--- config.mk ---
export PLATFORM = sky130hd
export DESIGN_NAME = dmem_arbiter
export DESIGN_NICKNAME = d
export VERILOG_FILES = /design/src/rtl/dmem_arbiter_pkg.sv /design/src/rtl/dmem_arb_rr_picker.sv /design/src/rtl/dmem_arbiter.sv
export SDC_FILE = /design/constraint.sdc
export NUM_CORES = 1
export LEC_CHECK = 0
export ABC_AREA = 0
export CAP_MARGIN = 30
export CORE_AREA = 2 2 203 205
export CTS_CLUSTER_DIAMETER = 100
export DETAILED_ROUTE_END_ITERATION = 10
export DIE_AREA = 0 0 205 207
export PLACE_DENSITY = 0.41
export SETUP_SLACK_MARGIN = 0.15
export SLEW_MARGIN = 10
export SYNTH_ARGS = -nofsm -noshare
export SYNTH_HDL_FRONTEND = slang
export SYNTH_SLANG_ARGS = --single-unit
--- constraint.sdc ---
create_clock -name clk -period 3 [get_ports clk]
set_input_delay 0.6 -clock clk [delete_from_list [all_inputs] [get_ports clk]]
set_output_delay 0.6 -clock clk [all_outputs]
set_load 0.01 [all_outputs]
--- src/rtl/dmem_arbiter_pkg.sv ---
// Shared types for the data-memory arbiter: memory handshake bundles, arbiter
// state encoding (distinct from the core's state_e) and perf counter width.
package dmem_arbiter_pkg;

   localparam int data_width_c     = 32;
   localparam int perf_cnt_width_c = 32;

   typedef struct packed {
      logic [data_width_c-1:0] write_data;
      logic                    valid;
      logic                    wen;
      logic                    byte_not_word;
      logic                    yumi;
   } mem_in_s;

   typedef struct packed {
      logic [data_width_c-1:0] read_data;
      logic                    valid;
      logic                    yumi;
   } mem_out_s;

   typedef enum logic [1:0] {IDLE_A, ISSUE_A, RESP_A} arb_state_e;

   // Single-subtract wrap; callers keep v < 2*n.
   function automatic int unsigned rr_wrap(input int unsigned v, input int unsigned n);
      return (v >= n) ? v - n : v;
   endfunction

endpackage

--- src/rtl/dmem_arb_rr_picker.sv ---
// Combinational round-robin picker: first set bit of req_i at or after ptr_i,
// wrapping modulo num_p. Never returns an index >= num_p.
module dmem_arb_rr_picker
   import dmem_arbiter_pkg::*;
#(
   parameter int num_p       = 4,
   parameter int idx_width_p = $clog2(num_p)
) (
   input  logic [num_p-1:0]       req_i,
   input  logic [idx_width_p-1:0] ptr_i,
   output logic                   found_o,
   output logic [idx_width_p-1:0] idx_o
);

   logic [idx_width_p-1:0] cand;

   // Scan from the far end so the candidate closest to ptr_i wins last.
   always_comb begin
      found_o = 1'b0;
      idx_o   = '0;
      cand    = '0;
      for (int i = num_p - 1; i >= 0; i--) begin
         cand = idx_width_p'(rr_wrap(32'(ptr_i) + 32'(i), 32'(num_p)));
         if (req_i[cand]) begin
            found_o = 1'b1;
            idx_o   = cand;
         end
      end
   end

endmodule

--- src/rtl/dmem_arbiter.sv ---
// Round-robin arbiter sharing one data memory port among num_cores_p cores.
// Optional per-core perf counters when DMEM_ARB_PERF_CNT_EN is defined.
module dmem_arbiter
   import dmem_arbiter_pkg::*;
#(
   parameter int num_cores_p  = 4,
   parameter int addr_width_p = 32,
   parameter int idx_width_p  = $clog2(num_cores_p)
) (
   input  logic                                       clk,
   input  logic                                       reset,
   input  mem_in_s  [num_cores_p-1:0]                 core_req_i,
   input  logic     [num_cores_p-1:0][addr_width_p-1:0] core_addr_i,
   output mem_out_s [num_cores_p-1:0]                 core_resp_o,
   output mem_in_s                                    to_mem_o,
   output logic     [addr_width_p-1:0]                mem_addr_o,
   input  mem_out_s                                   from_mem_i,
   output logic     [idx_width_p-1:0]                 grant_idx_o,
   output logic                                       busy_o
`ifdef DMEM_ARB_PERF_CNT_EN
   ,
   output logic [num_cores_p-1:0][perf_cnt_width_c-1:0] grant_cnt_o,
   output logic [num_cores_p-1:0][perf_cnt_width_c-1:0] wait_cnt_o
`endif
);

   arb_state_e             state_r, state_n;
   logic [idx_width_p-1:0] grant_idx_r, rr_ptr_r, rr_next, pick_idx;
   logic [num_cores_p-1:0] req_vld;
   logic                   pick_found, g_valid, g_yumi, accept, done, abort;

   always_comb begin
      req_vld = '0;
      for (int k = 0; k < num_cores_p; k++) req_vld[k] = core_req_i[k].valid;
   end

   dmem_arb_rr_picker #(.num_p(num_cores_p), .idx_width_p(idx_width_p)) u_picker (
      .req_i   (req_vld),
      .ptr_i   (rr_ptr_r),
      .found_o (pick_found),
      .idx_o   (pick_idx)
   );

   assign g_valid = core_req_i[grant_idx_r].valid;
   assign g_yumi  = core_req_i[grant_idx_r].yumi;
   assign accept  = g_valid & from_mem_i.yumi;
   assign rr_next = (grant_idx_r == idx_width_p'(num_cores_p - 1)) ? '0
                                                                   : grant_idx_r + idx_width_p'(1);

   always_ff @(posedge clk or posedge reset) begin
      if (reset) state_r <= IDLE_A;
      else       state_r <= state_n;
   end

   // Accept with same-cycle response is treated as a pass through RESP.
   always_comb begin
      state_n = state_r;
      done    = 1'b0;
      abort   = 1'b0;
      unique case (state_r)
         IDLE_A: if (pick_found) state_n = ISSUE_A;
         ISSUE_A: begin
            if (!g_valid) begin
               abort   = 1'b1;
               state_n = IDLE_A;
            end else if (from_mem_i.yumi) begin
               if (from_mem_i.valid && g_yumi) begin
                  done    = 1'b1;
                  state_n = IDLE_A;
               end else begin
                  state_n = RESP_A;
               end
            end
         end
         RESP_A: begin
            if (from_mem_i.valid && g_yumi) begin
               done    = 1'b1;
               state_n = IDLE_A;
            end
         end
         default: state_n = IDLE_A;
      endcase
   end

   always_comb begin
      to_mem_o    = '0;
      mem_addr_o  = '0;
      core_resp_o = '0;
      unique case (state_r)
         ISSUE_A: begin
            to_mem_o                         = core_req_i[grant_idx_r];
            mem_addr_o                       = core_addr_i[grant_idx_r];
            core_resp_o[grant_idx_r].yumi    = accept;
            if (accept && from_mem_i.valid) begin
               core_resp_o[grant_idx_r].valid     = 1'b1;
               core_resp_o[grant_idx_r].read_data = from_mem_i.read_data;
            end
         end
         RESP_A: begin
            to_mem_o                           = core_req_i[grant_idx_r];
            to_mem_o.valid                     = 1'b0;
            mem_addr_o                         = core_addr_i[grant_idx_r];
            core_resp_o[grant_idx_r].valid     = from_mem_i.valid;
            core_resp_o[grant_idx_r].read_data = from_mem_i.read_data;
         end
         default: ;
      endcase
   end

   always_ff @(posedge clk or posedge reset) begin
      if (reset) begin
         grant_idx_r <= '0;
         rr_ptr_r    <= '0;
      end else begin
         if (state_r == IDLE_A && pick_found) grant_idx_r <= pick_idx;
         if (done || abort)                   rr_ptr_r    <= rr_next;
      end
   end

   assign grant_idx_o = grant_idx_r;
   assign busy_o      = (state_r != IDLE_A);

`ifdef DMEM_ARB_PERF_CNT_EN
   always_ff @(posedge clk or posedge reset) begin
      if (reset) begin
         grant_cnt_o <= '0;
         wait_cnt_o  <= '0;
      end else begin
         for (int k = 0; k < num_cores_p; k++) begin
            if (done && grant_idx_r == idx_width_p'(k) && !(&grant_cnt_o[k]))
               grant_cnt_o[k] <= grant_cnt_o[k] + perf_cnt_width_c'(1);
            if (core_req_i[k].valid && !(busy_o && grant_idx_r == idx_width_p'(k))
                && !(&wait_cnt_o[k]))
               wait_cnt_o[k] <= wait_cnt_o[k] + perf_cnt_width_c'(1);
         end
      end
   end
`endif

endmodule

-- Word level (Yosys, flattened, before mapping)
Index checks and enable logic that the tools add are counted.
Widths: inputs -> output; s select.
- flip-flop bits (word level): 6
- output and inout bits: 207
- input bits: 308
- word-level logic and storage cells: 89
- bitwise gates (word level): 3
- magnitude comparators: 10
- multiplexer cells: 50
- equality and inequality tests: 6
- add/subtract/negate cells: 8
- reduce and logical (&&, ||, !) cells: 9
- operator list (cell ; count):
    $bwmux 136 ; 3
    $and 136x136->136 ; 2
    $pmux 136 s2 ; 1
    $demux 34 s2 ; 3
    $mux 136 ; 1
    $bmux 36 s2 ; 1
    $pmux 36 s2 ; 1
    $bmux 32 s2 ; 1
    $mux 32 ; 2
    $mux 36 ; 1
    $mux 34 ; 1
    $mux 2 ; 15
    $lt 2x3->1 const B ; 5
    $mux 1 ; 14
    $ge 3x3->1 const B ; 3
    $bmux 1 s2 ; 4
    $sub 2x1->2 const B ; 4
    $add 2x2->3 const B ; 2
    $pmux 2 s3 ; 1
    $eq 2x2->1 const B ; 2
    $logic_and 1x1->1 ; 4
    $ne 2x2->1 const B ; 2
    $add 2x1->3 const B ; 1
    $ge 2x3->1 const B ; 1
    11 further kinds ; 11

-- Logic depth before layout (Yosys ltp)
- depth after elaboration: 11
- depth in mapped cells: 8
- gate-level depth less buffers: 6

-- By module
Synthesis repeated with hierarchy kept, for this count alone.
- cell total of the unflattened synthesis: 419
- area, all modules: 4515.6 µm²
- by module, submodules not included (module ; cells each ; times used ; sequential area each (µm²) ; area an instance (µm²)):
    dmem_arbiter ; 406 ; 1 ; 150.1 ; 4438.0
    dmem_arb_rr_picker ; 13 ; 1 ; 0.0 ; 77.6

-- Least setup slack after synthesis
Ideal clock, no wire load.
- path type: register to output
- start point: reg grant_idx_r[1] (netlist: grant_idx_o[1])
- end point: out core_resp_o[38] (netlist name)
- data required time: 2.400 ns
- data arrival time: 1.963 ns
- setup slack: 0.437 ns
- path buffers: 4
- stages on the path, launching flop included: 9
- path through: dfrtp_1 buf_2 buf_2 buf_1 inv_1 ha_1 clkinv_1 clkbuf_1 nor3_1
- RTL lines (element ; line ; RTL):
    start: declaration ; dmem_arbiter.sv:28 ; logic [idx_width_p-1:0] grant_idx_r, rr_ptr_r, rr_next, pick_idx;
    start signal: assignment ; dmem_arbiter.sv:115 ; if (state_r == IDLE_A && pick_found) grant_idx_r <= pick_idx;
    end: declaration ; dmem_arbiter.sv:14 ; output mem_out_s [num_cores_p-1:0] core_resp_o,

==> reports/summary.log <==
INFO  run_status     status=finished with violations
INFO  run_status     failed_checks=negative setup slack
INFO  die            die_width=205µm
INFO  setup_path     worst-endpoint-required=2.40ns
INFO  global_route   global_route_usage_sum=13.83%
INFO  die            design.die.area=42440µm²
INFO  setup_path     crit_path_cell_trace=mux2_4 -> a22o_4 -> a31oi_4 -> buf_12 -> buf_8 -> buf_6 -> buf_6 -> buf_16 -> buf_8 -> buf_6 -> nor3_2 -> buf_2
INFO  placement      place_congestion=0.8339
INFO  pwr            power.internal=0.003656W
INFO  pwr            sw_frac_of_total=48.19%
INFO  pwr            seq_power_share=2.6%
INFO  drt            drc=0
INFO  sta            timing.final.crit_share=101.8%
INFO  setup_path     rr_startpoint=grant_idx_o[0]$_DFFE_PP0P_
INFO  setup_path     endpoint_kind=output port
INFO  global_route   first_global_vias=6144
INFO  global_route   globalRoute.totalOverflow=0
INFO  sta            final_max_slew_viol_count=0
INFO  final_layout   fill_cells=4446
INFO  cts            cts_tree=built
INFO  setup_path     worst_path_most_repeated_cell=buf_6
INFO  drt            post_drt_wl_per_cell=20.87µm
INFO  cts            tritoncts_num_sinks=6
INFO  placement      place_hpwl=25390µm
INFO  setup_path     worstSetupPathType=reg -> out
INFO  synthesis      syn-mean-instance-area=8.573µm²
INFO  synthesis      dominantRegCellSynth=dfrtp_1
INFO  final_layout   area_delta_synth_final=177.7%
INFO  global_route   grt_pass1_wl=43240µm
INFO  drt            vias=5884
INFO  setup_path     startpoint_type=flip-flop
INFO  die            fp.coreArea=40370µm²
INFO  cts            worstSkewPairLatency=0.23ns
INFO  sta            final_critical_path_setup_slack=-0.05265ns
INFO  setup_path     cp_slowest_cell=dfrtp_4
INFO  synthesis      ys_top_cells_by_area=mux4_2 41%, nor3_1 18%, nor2b_1 6.2%
INFO  placement      preCtsSetupSlack=-0.3729ns
INFO  flow_run       max-cap-violations=0
INFO  pwr            power-per-cell-area=697.3nW/µm²
INFO  die            core.rowCount=74
INFO  setup_path     critical_path.startpoint=grant_idx_o[1]$_DFFE_PP0P_
INFO  synthesis      synth-seq-cells=6
INFO  drt            drt_first_pass_iters=4
INFO  worst_hold_path whs_path_depth=1
INFO  die            start_util=9.026%
INFO  cts            max_clock_buf_depth=2
INFO  die            floorplan.die.height=207µm
INFO  global_route   grt_antenna_before_repair=3
INFO  setup_path     worst_path_largest_cell_delay=0.49ns
INFO  sta            final_period_minus_worst_setup_slack=3.053ns
INFO  placement      detailed_place.area=9678µm²
INFO  sta            timing_worst_slew_pin_value=0.6171ns
INFO  final_layout   finish.utilization=25.07%
INFO  drt            drt-initial-drc-count=279
INFO  cts            clock_pin_slew_on_the_worst_setup_and_hold_paths=0.03ns
INFO  global_route   grt_start_max_net_pins=57
INFO  worst_hold_path min_delay_worst_endpoint=rr_ptr_r[0]$_DFFE_PP0P_
INFO  pwr            vdd_ir_drop_max=0.0003078V
INFO  synthesis      synth_seq_area_share=4.121%
INFO  setup_path     r2r.worst_path.cells=7
INFO  pwr            switching_power=0.003400W
INFO  die            ios=515
INFO  synthesis      post-synth-top-area-fraction=41.41%
INFO  sta            timing.final.setup_violations=11
INFO  final_layout   post_route_cells_drive_above_1_share=35.63%
INFO  setup_path     r2r_end=state_r[1]$_DFFE_PP0P_
INFO  drt            antenna_violating_nets_post_route=0
INFO  cts            ctsRootBufferMaster=clkbuf_16
INFO  final_layout   final_net_count=1302
INFO  synthesis      synth-edff-count=0
INFO  synthesis      ys_types=37
INFO  synthesis      async_flop_share=100.0%
INFO  pwr            clkPwrFrac=3.1%
INFO  sta            finalHoldViolations=0
INFO  sta            setup_tns=-0.2075ns
INFO  placement      numPortBuffers=514
INFO  setup_path     timing.reg2reg.setup_slack=0.81ns
INFO  drt            vias_per_cell=3.876
INFO  worst_hold_path type_of_the_most_critical_hold_path=reg -> reg
INFO  sta            rsz0062_at_grt=yes
INFO  synthesis      synth.cell_area=3643µm²
INFO  synthesis      post-synth-top-area-cell=mux4_2
INFO  final_layout   finalInstanceArea=10120µm²
INFO  drt            wl=31690µm
INFO  cts            cts_buffers=3
INFO  sta            max-slew-margin-rel=58.85%
INFO  worst_hold_path worstHoldStart=rr_ptr_r[0]$_DFFE_PP0P_
INFO  setup_path     worst-path-max-fanout=6
INFO  synthesis      netlist_instances=425
INFO  synthesis      synth_warnings=0
INFO  synthesis      mapped_nets=740
INFO  sta            achievable-frequency=0.3276GHz
INFO  cts            htree_num_levels=1
INFO  pwr            leakagePower=4.355nW
INFO  pwr            combPwrFrac=94.3%
INFO  setup_path     cp_data_arrival_time=2.45ns
INFO  sta            final.setup_skew=0.002483ns
==> logic make-up (layout without fill, tap and decap cells) <==
kind of cell,Yosys count,after routing,share of synthesized area [%]
AO/OA/AOI/OAI,18,19,3.984
AND/OR/NAND/NOR,256,256,36.26
multiplexers,73,73,43.41
buffers and inverters,65,624,9.822
flip-flops,6,6,4.121
adder cells (fa/ha/maj),7,7,2.404
other,0,1,0
==> power groups by stage <==
stage	Clock (W)	Sequential (W)	Combinational (W)
after floorplan	0	0.000160	0.00306
final	0.000219	0.000181	0.00666
after global routing	0.000231	0.000188	0.00712
after CTS	0.000224	0.000193	0.00639
after global placement	0	0.000187	0.00601
after detailed placement	0	0.000186	0.00599
==> how the worst max path moves through the flow <==
stage / to / slack [ns] / cells past startpoint
after floorplan: core_resp_o[38] / 0.44 / 8
after global placement: core_resp_o[29] / -0.35 / 8
after detailed placement: core_resp_o[100] / -0.37 / 8
after CTS: core_resp_o[29] / -0.05 / 12
after global routing: core_resp_o[29] / -0.13 / 12
final: core_resp_o[29] / -0.05 / 12
==> layout make-up <==
class	count	area (µm²)	area share (%)
diodes	1	2.502	0.02473
clock buffers	3	75.07	0.7418
inverters	12	45.04	0.4451
multi-input cells	355	3436	33.95
flip-flops and latches	6	157.7	1.558
well taps	532	665.6	6.578
repair buffers	609	5738	56.70
==> synthesized netlist by cell type (all sizes together) (3+ instances only) <==
cell type  instances
nor2               7
nand2b             3
nor2b             36
a21oi              4
mux4              67
dfrtp              6
and2              34
nor3             132
clkbuf            27
mux2               4
clkinv             4
nand2             39
ha                 7
buf               26
inv                8
==> placed cells by master (no fill, tap or decap), types with 3 or more instances in the layout <==
cell type and instances:
clkdlybuf4s50_1 308, buf_2 124, nor3_1 100, mux4_2 67
dlygate4sd2_1 47, nand2_1 39, buf_4 37, and2_1 34
nor2b_1 31, buf_6 30, nor3_2 22, buf_12 17
dlymetal6s2s_1 13, clkdlybuf4s15_1 12, buf_8 12, nor3_4 10
nor2_1 7, inv_1 6, nor2b_2 5, buf_16 5
a21oi_1 4, clkinv_1 4, ha_1 4, clkbuf_16 4
dfrtp_1 4, nand2b_1 3, ha_4 3
==> through the flow <==
stage,cells,hold WS [ns],total power (W)
finish,1518,0.5553,0.007056
global route,1518,0.5844,0.007539
CTS,1502,0.5687,0.006808
detailed placement,1471,0.5518,0.006173
global placement,1471,0.5344,0.006194
floorplan,425,0.3910,0.003217
==> state kept, by name, summed over array words and instances (netlist names) <==
name         count
rr_ptr_r         2
state_r          2
grant_idx_o      2
==> critical path, delay by kind of cell (launching register included) <==
| family | cells | cell delay (ns) |
|---|---|---|
| buffers and inverters | 8 | 0.88 |
| DFF | 1 | 0.49 |
| AOI/OAI and AO/OA | 2 | 0.48 |
| muxes | 1 | 0.32 |
| and+or+nand+nor | 1 | 0.03 |
==> what timing repair did <==
action	CTS	global route
buffers inserted	21	14
gates cloned	7	2
resized for setup	638	121
hold buffers	0	0
pin swaps	13	19
hold endpoints to repair	0	0
endpoints found under the setup margin	196	119
==> metal layers <==
| metal | global-route usage, % | vias up | part of all wire (%) |
|---|---|---|---|
| li1 | - | 2739 | - |
| met1 | 14.49 | 2804 | 36 |
| met2 | 27.73 | 317 | 55 |
| met3 | 3.257 | 24 | 7.7 |
| met4 | 2.208 | 0 | 1.7 |
| met5 | 0 | - | 0 |
No activity file was read; power rests on OpenSTA's default activity.
